==> config.mk <==
export PLATFORM = sky130hd
export DESIGN_NAME = twofish_round_engine
export DESIGN_NICKNAME = d
export VERILOG_FILES = /design/src/rtl/twofish_pkg.sv /design/src/rtl/twofish_f_function.sv /design/src/rtl/twofish_round_engine.sv
export SDC_FILE = /design/constraint.sdc
export NUM_CORES = 2
export LEC_CHECK = 0
export ABC_AREA = 1
export BUFFER_PORTS_ARGS = -buffer_cell sky130_fd_sc_hd__buf_2
export CORE_ASPECT_RATIO = 0.8
export CORE_MARGIN = 1
export CORE_UTILIZATION = 55
export DETAILED_ROUTE_END_ITERATION = 8
export PLACE_DENSITY = 0.75
export SLEW_MARGIN = 20
export SYNTH_ARGS = -nofsm -noshare
export SYNTH_HDL_FRONTEND = slang
export SYNTH_SLANG_ARGS = --single-unit
==> constraint.sdc <==
create_clock -name clk -period 34.9 [get_ports clk]
set_clock_uncertainty 0.2 [all_clocks]
set_input_delay 6.98 -clock clk [delete_from_list [all_inputs] [get_ports clk]]
set_output_delay 6.98 -clock clk [all_outputs]
set_load 0.01 [all_outputs]
==> src/rtl/twofish_pkg.sv <==
// Shared definitions for the Twofish round engine.
//   - Block and word widths and the default round count.
//   - FSM state encoding.
//   - 32-bit rotate helpers.
//   - The Twofish g() function for a 128-bit key (two S-box words).
// Byte convention: byte 0 of every 32-bit word (g input, g output and the
// S-box words) is bits [31:24]. In g(), the first key XOR uses s1 and the
// second uses s0.
package twofish_pkg;

  localparam int TF_ROUNDS = 16;
  localparam int TF_BLK_W  = 128;
  localparam int TF_WORD_W = 32;

  typedef enum logic [1:0] {
    IDLE = 2'd0,
    RUN  = 2'd1,
    DONE = 2'd2
  } tf_state_e;

  // Nibble tables for the q0/q1 permutations. Element 0 is the leftmost digit.
  localparam logic [0:15][3:0] Q0_T0 = 64'h817D6F320B59ECA4;
  localparam logic [0:15][3:0] Q0_T1 = 64'hECB81235F4A6709D;
  localparam logic [0:15][3:0] Q0_T2 = 64'hBA5E6D90C8F32471;
  localparam logic [0:15][3:0] Q0_T3 = 64'hD7F4126E9B3085CA;
  localparam logic [0:15][3:0] Q1_T0 = 64'h28BDF76E31940AC5;
  localparam logic [0:15][3:0] Q1_T1 = 64'h1E2B4C376DA5F908;
  localparam logic [0:15][3:0] Q1_T2 = 64'h4C75169A0ED82B3F;
  localparam logic [0:15][3:0] Q1_T3 = 64'hB951C3DE647F208A;

  function automatic logic [TF_WORD_W-1:0] rol32(input logic [TF_WORD_W-1:0] x, input int n);
    return (x << n) | (x >> (TF_WORD_W - n));
  endfunction

  function automatic logic [TF_WORD_W-1:0] ror32(input logic [TF_WORD_W-1:0] x, input int n);
    return (x >> n) | (x << (TF_WORD_W - n));
  endfunction

  function automatic logic [3:0] ror4(input logic [3:0] v);
    return {v[0], v[3:1]};
  endfunction

  // sel=0 selects q0, sel=1 selects q1.
  function automatic logic [7:0] q_perm(input logic [7:0] x, input logic sel);
    logic [3:0] a1, b1, a2, b2, a3, b3, a4, b4;
    a1 = x[7:4] ^ x[3:0];
    b1 = x[7:4] ^ ror4(x[3:0]) ^ {x[4], 3'b000};
    a2 = sel ? Q1_T0[a1] : Q0_T0[a1];
    b2 = sel ? Q1_T1[b1] : Q0_T1[b1];
    a3 = a2 ^ b2;
    b3 = a2 ^ ror4(b2) ^ {a2[0], 3'b000};
    a4 = sel ? Q1_T2[a3] : Q0_T2[a3];
    b4 = sel ? Q1_T3[b3] : Q0_T3[b3];
    return {b4, a4};
  endfunction

  // GF(2^8) multiply, field polynomial x^8+x^6+x^5+x^3+1.
  function automatic logic [7:0] gf_mul(input logic [7:0] a, input logic [7:0] b);
    logic [7:0] p, aa;
    p  = 8'h00;
    aa = a;
    for (int i = 0; i < 8; i++) begin
      if (b[i]) p = p ^ aa;
      aa = aa[7] ? ({aa[6:0], 1'b0} ^ 8'h69) : {aa[6:0], 1'b0};
    end
    return p;
  endfunction

  function automatic logic [TF_WORD_W-1:0] g_func(input logic [TF_WORD_W-1:0] x,
                                                  input logic [TF_WORD_W-1:0] s0,
                                                  input logic [TF_WORD_W-1:0] s1);
    logic [7:0] y0, y1, y2, y3, z0, z1, z2, z3;
    y0 = q_perm(q_perm(q_perm(x[31:24], 1'b0) ^ s1[31:24], 1'b0) ^ s0[31:24], 1'b1);
    y1 = q_perm(q_perm(q_perm(x[23:16], 1'b1) ^ s1[23:16], 1'b0) ^ s0[23:16], 1'b0);
    y2 = q_perm(q_perm(q_perm(x[15:8],  1'b0) ^ s1[15:8],  1'b1) ^ s0[15:8],  1'b1);
    y3 = q_perm(q_perm(q_perm(x[7:0],   1'b1) ^ s1[7:0],   1'b1) ^ s0[7:0],   1'b0);
    // MDS matrix multiply
    z0 = y0 ^ gf_mul(y1, 8'hEF) ^ gf_mul(y2, 8'h5B) ^ gf_mul(y3, 8'h5B);
    z1 = gf_mul(y0, 8'h5B) ^ gf_mul(y1, 8'hEF) ^ gf_mul(y2, 8'hEF) ^ y3;
    z2 = gf_mul(y0, 8'hEF) ^ gf_mul(y1, 8'h5B) ^ y2 ^ gf_mul(y3, 8'hEF);
    z3 = gf_mul(y0, 8'hEF) ^ y1 ^ gf_mul(y2, 8'hEF) ^ gf_mul(y3, 8'h5B);
    return {z0, z1, z2, z3};
  endfunction

endpackage

==> src/rtl/twofish_f_function.sv <==
// Twofish F function (combinational): two g() evaluations, PHT and subkey add.
// Ports:
//   r0, r1         : current R0/R1 words
//   s0, s1         : S-box key words
//   k_even, k_odd  : round subkeys K[2r+8], K[2r+9]
//   f0, f1         : F outputs, all adds modulo 2^32
module twofish_f_function
  import twofish_pkg::*;
(
  input  logic [TF_WORD_W-1:0] r0,
  input  logic [TF_WORD_W-1:0] r1,
  input  logic [TF_WORD_W-1:0] s0,
  input  logic [TF_WORD_W-1:0] s1,
  input  logic [TF_WORD_W-1:0] k_even,
  input  logic [TF_WORD_W-1:0] k_odd,
  output logic [TF_WORD_W-1:0] f0,
  output logic [TF_WORD_W-1:0] f1
);

  logic [TF_WORD_W-1:0] t0, t1;

  always_comb begin
    t0 = g_func(r0, s0, s1);
    t1 = g_func(rol32(r1, 8), s0, s1);
    f0 = t0 + t1 + k_even;
    f1 = t0 + {t1[TF_WORD_W-2:0], 1'b0} + k_odd;
  end

endmodule

==> src/rtl/twofish_round_engine.sv <==
// Iterative Twofish round engine: one Feistel round per clock on a 128-bit block.
// Ports:
//   clk, rst            : clock, synchronous active-high reset
//   in_valid/in_ready   : block input handshake, in_data = {R0,R1,R2,R3}
//   s0, s1              : S-box key words, held stable for the whole block
//   rk_idx              : round index to the key store (0 outside RUN)
//   rk_even, rk_odd     : K[2r+8], K[2r+9], combinational reply to rk_idx
//   out_valid/out_ready : block output handshake, out_data = {R2,R3,R0,R1}
//   state_dbg           : current FSM state
// Handshakes: a transfer happens on a rising edge where valid and ready are
// both high. in_ready is high only in IDLE; out_valid is high only in DONE
// and out_data holds there until out_ready is seen.
module twofish_round_engine
  import twofish_pkg::*;
#(
  parameter int ROUNDS = TF_ROUNDS
) (
  input  logic                 clk,
  input  logic                 rst,
  input  logic                 in_valid,
  output logic                 in_ready,
  input  logic [TF_BLK_W-1:0]  in_data,
  input  logic [TF_WORD_W-1:0] s0,
  input  logic [TF_WORD_W-1:0] s1,
  output logic [3:0]           rk_idx,
  input  logic [TF_WORD_W-1:0] rk_even,
  input  logic [TF_WORD_W-1:0] rk_odd,
  output logic                 out_valid,
  input  logic                 out_ready,
  output logic [TF_BLK_W-1:0]  out_data,
  output logic [1:0]           state_dbg
);

  localparam logic [3:0] LAST_ROUND = 4'(ROUNDS - 1);

  tf_state_e            state_q, state_d;
  logic [3:0]           round_q, round_d;
  logic [TF_WORD_W-1:0] r0_q, r1_q, r2_q, r3_q;
  logic [TF_WORD_W-1:0] r0_d, r1_d, r2_d, r3_d;
  logic [TF_WORD_W-1:0] f0, f1;

  twofish_f_function u_f (
    .r0     (r0_q),
    .r1     (r1_q),
    .s0     (s0),
    .s1     (s1),
    .k_even (rk_even),
    .k_odd  (rk_odd),
    .f0     (f0),
    .f1     (f1)
  );

  always_comb begin
    state_d   = state_q;
    round_d   = round_q;
    r0_d      = r0_q;
    r1_d      = r1_q;
    r2_d      = r2_q;
    r3_d      = r3_q;
    in_ready  = 1'b0;
    out_valid = 1'b0;
    rk_idx    = 4'd0;
    case (state_q)
      IDLE: begin
        in_ready = 1'b1;
        if (in_valid) begin
          r0_d    = in_data[127:96];
          r1_d    = in_data[95:64];
          r2_d    = in_data[63:32];
          r3_d    = in_data[31:0];
          round_d = 4'd0;
          state_d = RUN;
        end
      end
      RUN: begin
        rk_idx = round_q;
        // New R0/R1 are the mixed halves; old R0/R1 move to R2/R3.
        r0_d   = ror32(r2_q ^ f0, 1);
        r1_d   = rol32(r3_q, 1) ^ f1;
        r2_d   = r0_q;
        r3_d   = r1_q;
        if (round_q == LAST_ROUND) begin
          round_d = 4'd0;
          state_d = DONE;
        end else begin
          round_d = round_q + 4'd1;
        end
      end
      DONE: begin
        out_valid = 1'b1;
        if (out_ready) state_d = IDLE;
      end
      default: state_d = IDLE;
    endcase
  end

  // The final swap is undone here, so out_data is {R2,R3,R0,R1}.
  assign out_data  = {r2_q, r3_q, r0_q, r1_q};
  assign state_dbg = state_q;

  always_ff @(posedge clk) begin
    if (rst) begin
      state_q <= IDLE;
      round_q <= 4'd0;
      r0_q    <= '0;
      r1_q    <= '0;
      r2_q    <= '0;
      r3_q    <= '0;
    end else begin
      state_q <= state_d;
      round_q <= round_d;
      r0_q    <= r0_d;
      r1_q    <= r1_d;
      r2_q    <= r2_d;
      r3_q    <= r3_d;
    end
  end

endmodule
==> impl_metrics.csv <==
group,metric,value,unit
routing,drc,0,
worst_setup_path,cp.required,35040,ps
routing,via_per_inst,5.55,
sta,finalCritPeriodShare,53.8,%
clocking,clk-insertion-delay-late,500,ps
sta,rsz0062_at_grt,"no",
place,dp_hpwl,131000,µm
grt,overflow,0,
sta,tightest_slew,1160,ps
sta,layout_min_cycle_time,18790,ps
logic_synthesis,async_flop_share,0,%
floorplanning,rows,92,
place,port_buffers,395,
logic_synthesis,synth.distinct_cells,62,
place,gp_congestion,1.04,
logic_synthesis,yosysWarnings,0,
logic_synthesis,synth_top_cell_area_share,28.4,%
floorplanning,start_util,55.9,%
worst_setup_path,slowest_stage,"fa_1",
logic_synthesis,synth_edf_count,0,
clocking,cts.clk_slew.worst_paths,80,ps
floorplanning,fp.coreArea,0.0792,mm²
sta,hold_viol,0,
grt,grt_pass1_wl,244000,µm
clocking,post_cts_buffers,0,
worst_setup_path,crit_path_end_kind,"flip-flop",
sta,tns,0,ps
clocking,clockBufferDepth,2,
finish,area_delta_synth_final,8.25,%
clocking,htreeDepth,4,
finish,fill_cells,7916,
worst_setup_path,crit_arrival,18930,ps
logic_synthesis,synth_area_leaders,"nand2_1 (28%), ha_1 (12%), nand3_1 (9.8%), xor2_1 (9.2%), inv_1 (6.6%)",
grt,grt_antenna_before_repair,12,
floorplanning,ioPinCount,396,
worst_setup_path,crit_path_max_incr_delay,450,ps
floorplanning,die_area,0.0816,mm²
clocking,cts_tree,"done",
worst_setup_path,worstSetupStartpointType,"input pin",
worst_setup_path,crit_top_cell,"nand2_1",
logic_synthesis,ys_seq_elements,134,
clocking,cts_buffers,17,
clocking,ctsResizeCount,0,
worst_setup_path,critPathKind,"in2reg",
logic_synthesis,mappedNetlistNets,8504,
run_status,status,"complete, no violations",
sta,max_freq,53.2,MHz
worst_hold_path,worstHoldPathType,"reg2reg",
logic_synthesis,syn_avg_cell_area,5.70,µm²
grt,first_global_vias,44668,
clocking,postCtsHoldBufs,0,
finish,nets,8844,
sta,slew_viol_final,0,
sta,setup_viol,0,
sta,relSlewSlack,21.9,%
worst_setup_path,cp_max_fo,8,
floorplanning,die_h,256,µm
grt,grt_max_degree,80,
routing,firstDrtPassIters,8,
finish,drive_above_1_share,10.8,%
logic_synthesis,syn-cell-area,0.0443,mm²
routing,routed_wl,156000,µm
logic_synthesis,syn_inst,7767,
logic_synthesis,synth_ff_type,"dfxtp_1",
routing,wire_per_inst,17.0,µm
logic_synthesis,synth_top_cell_by_area,"nand2_1",
routing,ant_nets,0,
flow_run,maxCapViolCount,0,
routing,drt_iter0_drc,5146,
floorplanning,die_x,319,µm
clocking,numClockSinks,134,
grt,grt_usage,37.0,%
routing,vias,50884,
clocking,cts_root_buf,"clkbuf_16",
logic_synthesis,ys_seq_area_share,6.06,%
## per-layer routing
metal  global-route usage, %  up-vias  share of wire, %
met1                    52.4    23158                45
li1                        -    25283                 -
met5                       0        -             0.028
met2                    55.7     2164                41
met3                    6.84      273                11
met4                    12.9        6               3.7
## final timing paths
check / to / slack [ps] / startpoint / cells after the start
worst max-delay path: r1_q[31] / 16110 / s1[24] / 83
worst max register to register: r1_q[31] / 19580 / r0_q[25] / 88
worst min-delay path: r0_q[8] / 310 / r0_q[8] / 2
worst min register to register: r0_q[8] / 310 / r0_q[8] / 2
## critical path, delay by kind of cell
kind | cells | cell delay (ps)
AO/OA/AOI/OAI | 10 | 1900
XOR/XNOR | 2 | 690
adder cells (fa/ha/maj) | 7 | 2230
buffers and inverters | 12 | 1150
AND/OR/NAND/NOR | 52 | 5970
## synthesized netlist by cell type (all sizes together), types with 19 or more instances
cell type / n
or2: 38
nand3: 882
fa: 63
ha: 414
o221ai: 87
nor2: 246
dfxtp: 134
nor3: 65
buf: 19
xnor2: 222
nand4: 32
nand3b: 30
inv: 850
o211ai: 45
xor2: 523
nand2: 3556
a21oi: 166
clkbuf: 66
o21ai: 272
## state kept, by name (all words and copies together) (netlist names)
signal	count
r2_q	32
round_q	4
r0_q	32
r3_q	32
r1_q	32
state_dbg	2
## area by class of cell
cell class | count | area (µm²) | share of cell area [%]
clock buffers | 18 | 439 | 0.917
diodes | 10 | 25.0 | 0.0522
repair buffers | 406 | 2060 | 4.30
flip-flops and latches | 134 | 2680 | 5.60
well taps | 1034 | 1290 | 2.70
inverters | 851 | 3210 | 6.69
multi-input cells | 6697 | 38100 | 79.4
clock inverters | 14 | 156 | 0.326
## layout by cell type (no fill, tap or decap), types with 30 or more instances in the layout
master / instances
o211ai_1: 44
nand3b_1: 30
nand2_2: 195
buf_2: 394
nand3_1: 867
xor2_1: 465
xor2_2: 55
nor2_1: 237
nor3_1: 65
o21ai_1: 56
a21oi_1: 161
ha_1: 414
inv_1: 781
o21ai_0: 185
inv_2: 64
dfxtp_1: 134
fa_1: 63
xnor2_1: 202
o221ai_1: 86
nand4_1: 32
nand2_1: 3349
## kinds of logic after synthesis
group	synth area share, %
buffers and inverters	8.04
DFF	6.06
and+or+nand+nor	46.0
AOI/OAI and AO/OA	8.73
muxes	0.0226
xor gates and xnor gates	16.6
adders and majority gates	14.6
## stage by stage
step | setup slack (ps) | instance area [µm²] | std cells | util [%] | hold slack [ps]
after global routing | 14980 | 47900 | 9158 | 60.5 | 348
after detailed placement | 15950 | 47300 | 9122 | 59.7 | 295
after global placement | 16100 | 47300 | 9122 | 59.7 | 285
after floorplan | 18450 | 44300 | 7767 | - | 271
final | 16110 | 47900 | 9164 | 60.5 | 310
after CTS | 16440 | 47900 | 9154 | 60.5 | 305
Power is not shown: default switching activity piles up to over one toggle a cycle in this logic, so the estimate is an artifact.
